<file path="config.mk">
export PLATFORM = sky130hd
export DESIGN_NAME = multicycle_ctrl_fsm_flat
export DESIGN_NICKNAME = d
export VERILOG_FILES = /design/src/rtl/multicycle_ctrl_fsm_if.sv /design/src/rtl/multicycle_ctrl_fsm.sv /design/src/flat_wrapper.sv
export SDC_FILE = /design/constraint.sdc
export NUM_CORES = 1
export LEC_CHECK = 0
export ABC_AREA = 1
export ABC_CLOCK_PERIOD_IN_PS = 1100
export BUFFER_PORTS_ARGS = -buffer_cell sky130_fd_sc_hd__buf_2
export CAP_MARGIN = 15
export CORE_UTILIZATION = 42
export DETAILED_ROUTE_END_ITERATION = 16
export PLACE_DENSITY_LB_ADDON = 0.05
export SETUP_SLACK_MARGIN = 0.02
export SKIP_LAST_GASP = 1
export SLEW_MARGIN = 30
export SYNTH_ARGS = -nofsm -noshare
export SYNTH_HDL_FRONTEND = slang
export SYNTH_SLANG_ARGS = --single-unit
</file>
<file path="constraint.sdc">
create_clock -name clk -period 1.1 [get_ports clk]
set_clock_uncertainty 0.15 [all_clocks]
set_input_delay 0 -clock clk [delete_from_list [all_inputs] [get_ports clk]]
set_output_delay 0 -clock clk [all_outputs]
set_load 0.02 [all_outputs]
</file>
<file path="src/rtl/multicycle_ctrl_fsm_if.sv">
// multicycle_ctrl_fsm_if: instruction fields in, datapath controls out; InstRet exists only with MC_INSTRET_EN
interface multicycle_ctrl_fsm_if;
    logic [1:0] Op;
    logic [5:0] Funct;
    logic [3:0] Rd;
    logic       CondEx;
    logic       PCWrite;
    logic       AdrSrc;
    logic       MemWrite;
    logic       IRWrite;
    logic       RegWrite;
    logic [1:0] ResultSrc;
    logic       ALUSrcA;
    logic [1:0] ALUSrcB;
    logic       ALUOp;
    logic [3:0] State;
`ifdef MC_INSTRET_EN
    logic [31:0] InstRet;
    modport master (input Op, Funct, Rd, CondEx,
                    output PCWrite, AdrSrc, MemWrite, IRWrite, RegWrite, ResultSrc, ALUSrcA, ALUSrcB, ALUOp, State, InstRet);
    modport slave (output Op, Funct, Rd, CondEx,
                   input PCWrite, AdrSrc, MemWrite, IRWrite, RegWrite, ResultSrc, ALUSrcA, ALUSrcB, ALUOp, State, InstRet);
`else
    modport master (input Op, Funct, Rd, CondEx,
                    output PCWrite, AdrSrc, MemWrite, IRWrite, RegWrite, ResultSrc, ALUSrcA, ALUSrcB, ALUOp, State);
    modport slave (output Op, Funct, Rd, CondEx,
                   input PCWrite, AdrSrc, MemWrite, IRWrite, RegWrite, ResultSrc, ALUSrcA, ALUSrcB, ALUOp, State);
`endif
endinterface

</file>
<file path="src/rtl/multicycle_ctrl_fsm.sv">
// multicycle_ctrl_fsm: Moore control sequencer for the multicycle ARM datapath; MC_INSTRET_EN adds a retired-instruction counter
module multicycle_ctrl_fsm #(
    parameter int unsigned WAIT_FETCH = 0
) (
    input  logic                   clk,
    input  logic                   Reset,
    multicycle_ctrl_fsm_if.master  bus
);
    typedef enum logic [3:0] {
        FETCH   = 4'd0,
        DECODE  = 4'd1,
        MEMADR  = 4'd2,
        MEMRD   = 4'd3,
        MEMWB   = 4'd4,
        MEMWR   = 4'd5,
        EXECR   = 4'd6,
        EXECI   = 4'd7,
        ALUWB   = 4'd8,
        BRANCH  = 4'd9,
        UNKNOWN = 4'd10
    } state_e;

    localparam logic [7:0] WF = 8'(WAIT_FETCH);

    state_e     state_q, state_d;
    logic [7:0] cnt_q, cnt_d;
    logic       last_fetch;
    logic       next_pc, reg_w, mem_w, branch, irw, adr, alua, aluop;
    logic [1:0] rs, alub;

    always_ff @(posedge clk) begin
        if (Reset) begin
            state_q <= FETCH;
            cnt_q   <= '0;
        end else begin
            state_q <= state_d;
            cnt_q   <= cnt_d;
        end
    end

    assign last_fetch = (state_q == FETCH) && (cnt_q == WF);

    always_comb begin
        state_d = FETCH;
        cnt_d   = '0;
        case (state_q)
            FETCH: begin
                state_d = last_fetch ? DECODE : FETCH;
                cnt_d   = last_fetch ? 8'd0 : cnt_q + 8'd1;
            end
            DECODE:       state_d = (bus.Op == 2'b00) ? (bus.Funct[5] ? EXECI : EXECR) :
                                    (bus.Op == 2'b01) ? MEMADR :
                                    (bus.Op == 2'b10) ? BRANCH : UNKNOWN;
            MEMADR:       state_d = bus.Funct[0] ? MEMRD : MEMWR;
            MEMRD:        state_d = MEMWB;
            EXECR, EXECI: state_d = ALUWB;
            default:      state_d = FETCH;
        endcase
    end

    // UNKNOWN and the illegal codes 11-15 fall through to the all-zero defaults
    always_comb begin
        next_pc = 1'b0;
        reg_w   = 1'b0;
        mem_w   = 1'b0;
        branch  = 1'b0;
        irw     = 1'b0;
        adr     = 1'b0;
        alua    = 1'b0;
        aluop   = 1'b0;
        rs      = 2'b00;
        alub    = 2'b00;
        case (state_q)
            FETCH: begin
                alua    = 1'b1;
                alub    = 2'b10;
                rs      = 2'b10;
                irw     = last_fetch;
                next_pc = last_fetch;
            end
            DECODE: begin
                alua = 1'b1;
                alub = 2'b10;
                rs   = 2'b10;
            end
            MEMADR: alub = 2'b01;
            MEMRD:  adr = 1'b1;
            MEMWB: begin
                rs    = 2'b01;
                reg_w = 1'b1;
            end
            MEMWR: begin
                adr   = 1'b1;
                mem_w = 1'b1;
            end
            EXECR:  aluop = 1'b1;
            EXECI: begin
                alub  = 2'b01;
                aluop = 1'b1;
            end
            ALUWB:  reg_w = 1'b1;
            BRANCH: begin
                alub   = 2'b01;
                rs     = 2'b10;
                branch = 1'b1;
            end
            default: ;
        endcase
    end

    assign bus.State     = state_q;
    assign bus.IRWrite   = irw;
    assign bus.AdrSrc    = adr;
    assign bus.ALUSrcA   = alua;
    assign bus.ALUSrcB   = alub;
    assign bus.ResultSrc = rs;
    assign bus.ALUOp     = aluop;
    assign bus.RegWrite  = reg_w & bus.CondEx;
    assign bus.MemWrite  = mem_w & bus.CondEx;
    assign bus.PCWrite   = next_pc | ((((reg_w & (bus.Rd == 4'hF)) | branch)) & bus.CondEx);

`ifdef MC_INSTRET_EN
    logic [31:0] inst_ret_q;

    always_ff @(posedge clk) begin
        if (Reset)
            inst_ret_q <= '0;
        else if (state_q inside {MEMWB, MEMWR, ALUWB, BRANCH})
            inst_ret_q <= inst_ret_q + 32'd1;
    end

    assign bus.InstRet = inst_ret_q;
`endif
endmodule

</file>
<file path="src/flat_wrapper.sv">
// flat-port wrapper written by rule: the top's interface ports become plain ports
module multicycle_ctrl_fsm_flat 
#(
    parameter int unsigned WAIT_FETCH = 0
)
  (clk, Reset, bus_Op, bus_Funct, bus_Rd, bus_CondEx, bus_PCWrite, bus_AdrSrc, bus_MemWrite, bus_IRWrite, bus_RegWrite, bus_ResultSrc, bus_ALUSrcA, bus_ALUSrcB, bus_ALUOp, bus_State);
  multicycle_ctrl_fsm_if bus_i ();
  input  logic clk;
  input  logic Reset;
  input wire logic [$bits(bus_i.Op)-1:0] bus_Op;
  input wire logic [$bits(bus_i.Funct)-1:0] bus_Funct;
  input wire logic [$bits(bus_i.Rd)-1:0] bus_Rd;
  input wire logic [$bits(bus_i.CondEx)-1:0] bus_CondEx;
  output wire logic [$bits(bus_i.PCWrite)-1:0] bus_PCWrite;
  output wire logic [$bits(bus_i.AdrSrc)-1:0] bus_AdrSrc;
  output wire logic [$bits(bus_i.MemWrite)-1:0] bus_MemWrite;
  output wire logic [$bits(bus_i.IRWrite)-1:0] bus_IRWrite;
  output wire logic [$bits(bus_i.RegWrite)-1:0] bus_RegWrite;
  output wire logic [$bits(bus_i.ResultSrc)-1:0] bus_ResultSrc;
  output wire logic [$bits(bus_i.ALUSrcA)-1:0] bus_ALUSrcA;
  output wire logic [$bits(bus_i.ALUSrcB)-1:0] bus_ALUSrcB;
  output wire logic [$bits(bus_i.ALUOp)-1:0] bus_ALUOp;
  output wire logic [$bits(bus_i.State)-1:0] bus_State;
  assign bus_i.Op = bus_Op;
  assign bus_i.Funct = bus_Funct;
  assign bus_i.Rd = bus_Rd;
  assign bus_i.CondEx = bus_CondEx;
  assign bus_PCWrite = bus_i.PCWrite;
  assign bus_AdrSrc = bus_i.AdrSrc;
  assign bus_MemWrite = bus_i.MemWrite;
  assign bus_IRWrite = bus_i.IRWrite;
  assign bus_RegWrite = bus_i.RegWrite;
  assign bus_ResultSrc = bus_i.ResultSrc;
  assign bus_ALUSrcA = bus_i.ALUSrcA;
  assign bus_ALUSrcB = bus_i.ALUSrcB;
  assign bus_ALUOp = bus_i.ALUOp;
  assign bus_State = bus_i.State;
  multicycle_ctrl_fsm #(.WAIT_FETCH(WAIT_FETCH)) u_core (.clk(clk), .Reset(Reset), .bus(bus_i));
endmodule
</file>
======== Word level (Yosys, flattened, before mapping) ========
Index checks and enable logic that the tools add are counted.
word-level totals
  output and inout port bits .............. 15
  register bits after elaboration ......... 12
cells by class
  equal/unequal tests ..................... 12
  bitwise logic cells ..................... 7
  reduce and logical (&&, ||, !) cells .... 11
  add/sub/neg operators ................... 1
  mux-type cells .......................... 16
operators with widths
  operator                                        count
  one-hot mux 4 bit (5 select lines)              1
  == test 4 x 3 -> 1 bit (second input constant)  4
  == test 4 bit (second input constant)           3
  2-to-1 mux 1 bit                                9
  OR reduction 3 bit                              3
  adder 8 x 1 -> 8 bit (second input constant)    1
  == test 4 x 2 -> 1 bit (second input constant)  2
  zero test 8 bit                                 1
  2-to-1 mux 4 bit                                2
  one-hot mux 2 bit (2 select lines)              2
  OR reduction 2 bit                              4
  bitwise AND 1 bit                               4
  == test 4 x 1 -> 1 bit (second input constant)  1
  zero test 4 bit                                 1
  2-to-1 mux 3 bit                                1
  == test 2 x 1 -> 1 bit (second input constant)  1
  == test 2 bit (second input constant)           1
  zero test 2 bit                                 1
  2-to-1 mux 2 bit                                1
  bitwise OR 1 bit                                2
  logical AND 1 bit                               1
  NOT 1 bit                                       1

======== Longest topological paths before layout ========
  word-level depth ........................ 7
  mapped depth ............................ 9

======== Worst setup path before layout ========
Ideal clock, no wire load.
  path type ............................... register to output
  start point ............................. register u_core.state_q[3], in the netlist u_core.bus.State[3]
  end point ............................... output port bus_ResultSrc[1]
  stages on the path, launching flop included .. 4
  path slack .............................. -0.198 ns
  path buffers ............................ 0
  arrival ................................. 1.148 ns
  cells stage by stage .................... dfxtp_1 nor2_2 inv_1 o21ai_0
between the ends
  word-level cells in the longest chain between the ends .. 3
ends and longest elaborated chain
  what                                            line                       source
  start, declared                                 multicycle_ctrl_fsm.sv:25  state_e state_q, state_d;
  start signal, assigned                          multicycle_ctrl_fsm.sv:36  state_q <= state_d;
  == test 4 x 1 -> 1 bit (tied with other cells)  multicycle_ctrl_fsm.sv:73  case (state_q)
  OR reduction 3 bit (no source line)             --
  one-hot mux 2 bit (2 select lines) *            multicycle_ctrl_fsm.sv:73
  end, declared                                   flat_wrapper.sv:19         output wire logic [$bits(bus_i.ResultSrc)-1:0] bus_ResultSrc;
Every way passes the cells marked *; elsewhere a longest branch is shown, timed or not.

======== Final worst setup path ========
  start point ............................. register u_core.cnt_q[1]
  end point ............................... output port bus_PCWrite
between the ends
  word-level cells in the longest chain between the ends .. 4
ends and longest elaborated chain
  what                    line                        source
  start, declared         multicycle_ctrl_fsm.sv:26   logic [7:0] cnt_q, cnt_d;
  start signal, assigned  multicycle_ctrl_fsm.sv:37   cnt_q <= cnt_d;
  zero test 8 bit         multicycle_ctrl_fsm.sv:41   assign last_fetch = (state_q == FETCH) && (cnt_q == WF);
  logical AND 1 bit       multicycle_ctrl_fsm.sv:41
  2-to-1 mux 1 bit        multicycle_ctrl_fsm.sv:73
  bitwise OR 1 bit        multicycle_ctrl_fsm.sv:120  assign bus.PCWrite = next_pc | ((((reg_w & (bus.Rd == 4'hF)) | branch)) & bus.CondEx);
  end, declared           flat_wrapper.sv:14          output wire logic [$bits(bus_i.PCWrite)-1:0] bus_PCWrite;
Every way passes these cells.

==> metrics <==
power after layout 1780 µW; Area Growth Syn to Fin 83.85%; GRT overflow 0; WP buf/inv 3; Clock Latency Late Sink 0.27 ns; wire length per cell 11.58 µm; IO Count 30; # setup viols final 24; critical path cell sequence inv_2 -> ha_4 -> inv_2 -> nor2_1 -> nand2_1 -> nor2_2 -> nand2_2 -> nand3_2 -> buf_6; die height 44.74 µm; drt drc 0; Setup crit end kind output pin; starting density of the core 44.42%; Pleak 0.0006794 µW; leading area contributor after synthesis dfxtp_1; Routed Antenna Nets 0; post-synth cell types 22; # clock sinks 12; register area 257.7 µm²; CP required 0.95 ns; Die W 44.74 µm; min-delay worst type in -> reg; max-cap violations 0; fillers 113; top routing layer in use met4; total track usage 23.51%; share of cells above drive strength 1 61.36%; cell family with most CP delay simple AND/OR/NAND/NOR gates; RSZ-0062 raised after global routing yes; Peak supply drop 871.8 µV; met2 WL post-DR 1.286 mm; largest stage delay on the critical path 0.32 ns; largest net degree at the start of global routing 8; gpl congestion 0.7448; reg2reg setup slack -0.21 ns; Post-Syn Area per Cell 6.339 µm²; die area 2001 µm²; first-pass GRT wire length 3.456 mm; post-synthesis sequential area ratio 31.32%; final hold viol count 0; final wirelength 2.328 mm; Seq cells post-synth 12; Slew Limit Headroom 86.64%; CP most frequent cell inv_2; failing checks negative setup slack; Worst Path Max Fanout 3; dpl hpwl 1.398 mm; crit path kind reg -> out; core box area 1727 µm²; Vias/cell 4.672; top cell type's share of synthesized area 31.32%; total CTS buffers 3; NumNets Final 194; CP Launch Type flop; number of global-route vias before repair 891; synthesized area 767.0 µm²; pins over their slew limit 0; Final period util 135.1%; status complete, but fails checks; Clock Tree Buf Depth 2; drt first-iter violations 13; Gate Count Post-Synth 121; slowest library cell on the worst path dfxtp_2; met1 WL 948 µm; via count 939; Net Count, Synth 138; PD cells 1262 nW/µm²; multi-input logic area 545.5 µm²; drt pass-1 iters 4; initial antenna violation count 0; TNS Setup -5.086 ns; Critical Path AT 1.34 ns; Placement Rows 15; Slew @ Worst Pin 0.2001 ns; ant diodes 0; Worst Setup Slack, final -0.3857 ns; IO buf count 25; clock root buffer clkbuf_4; WL met3 63 µm; CTS H-tree depth 1; fmax 0.6731 GHz; CTS tree done; clock slew at reported path FFs 0.07 ns; post-route minimum period 1.486 ns; synth warn 0; Final Hold Slack 0.02451 ns; main area contributors after synthesis dfxtp_1 31%, nand2_1 14%, inv_1 12%
## kinds of logic after synthesis
| kind of cell | share of synthesized area [%] |
|---|---|
| flops | 31.32 |
| fa+ha+maj | 3.262 |
| simple gates | 38.34 |
| xor+xnor | 2.284 |
| buf+inv | 14.68 |
| compound gates | 10.11 |
## through the flow
step,cell area [µm²],setup slack [ns],utilization (%),cells
after global placement,1074,-0.1845,62.17,185
after floorplan,815.8,-0.1424,-,121
after CTS,1328,-0.4175,76.88,199
after detailed placement,1074,-0.2063,62.17,185
final,1410,-0.3857,81.67,201
after global routing,1410,-0.4791,81.67,201
## report_power, final
group	internal, µW	total, µW	leakage (µW)	switching (µW)
clock network	201	340	0.0000210	139
logic	439	929	0.000557	490
registers	464	511	0.000101	46.9
## Yosys cell counts (all sizes together)
library cell / number
nand2: 30
inv: 27
nor2: 23
dfxtp: 12
nand3: 9
a21oi: 8
o21ai: 4
ha: 2
a31oi: 1
and2: 1
buf: 1
nand4: 1
xnor2: 1
xor2: 1
## metal layers
layer,track usage (%),vias up
met4,9.091,0
li1,-,476
met2,47.35,22
met1,24.20,437
met5,0,-
met3,2.800,4
## registers in the layout, summed over array words and instances (netlist names)
register / count
u_core.cnt_q: 8
u_core.bus.State: 4
## cell type report
type	count	area share (%)
clock buffer	4	2.573
inverter	27	7.365
multi-input combinational	81	38.69
sequential	12	18.28
tap	25	2.218
timing repair buffer	52	30.88
## cell usage in the layout, fill, tap and decap left out, types with 3 or more instances in the layout
cell	instances
nand2_2	9
buf_2	13
dfxtp_4	4
clkbuf_4	3
nand2_1	19
dfxtp_1	6
a21oi_2	6
inv_1	15
nand3_1	7
inv_2	11
dlygate4sd3_1	4
nor2_4	10
nor2_2	5
nor2_1	8
buf_6	18
buf_4	17
## final timing paths
kind,endpoint,depth (start not counted),start
min reg2reg,u_core.cnt_q[7]$_SDFF_PP0_,2,u_core.cnt_q[7]$_SDFF_PP0_
max reg2reg,u_core.cnt_q[6]$_SDFF_PP0_,6,u_core.cnt_q[0]$_SDFF_PP0_
max,bus_PCWrite,9,u_core.cnt_q[1]$_SDFF_PP0_
min,u_core.bus.State[0]$_SDFF_PP0_,5,bus_Funct[5]
## what timing repair did
| action | in CTS | in global routing |
|---|---|---|
| endpoints found under the setup margin | 23 | 24 |
| hold buffers | 4 | 0 |
| setup buffers | 8 | 3 |
| pin swaps | 10 | 12 |
| endpoints found under the hold margin | 6 | 0 |
| resized for setup | 48 | 22 |
| gates cloned | 0 | 0 |
## tightest hold or removal path, delay by kind of cell
kind / cells / cell delay (ns)
AO/OA/AOI/OAI: 2 / 0.18
buffers and inverters: 1 / 0.07
AND/OR/NAND/NOR: 2 / 0.15
No activity file was read; power rests on OpenSTA's default activity.
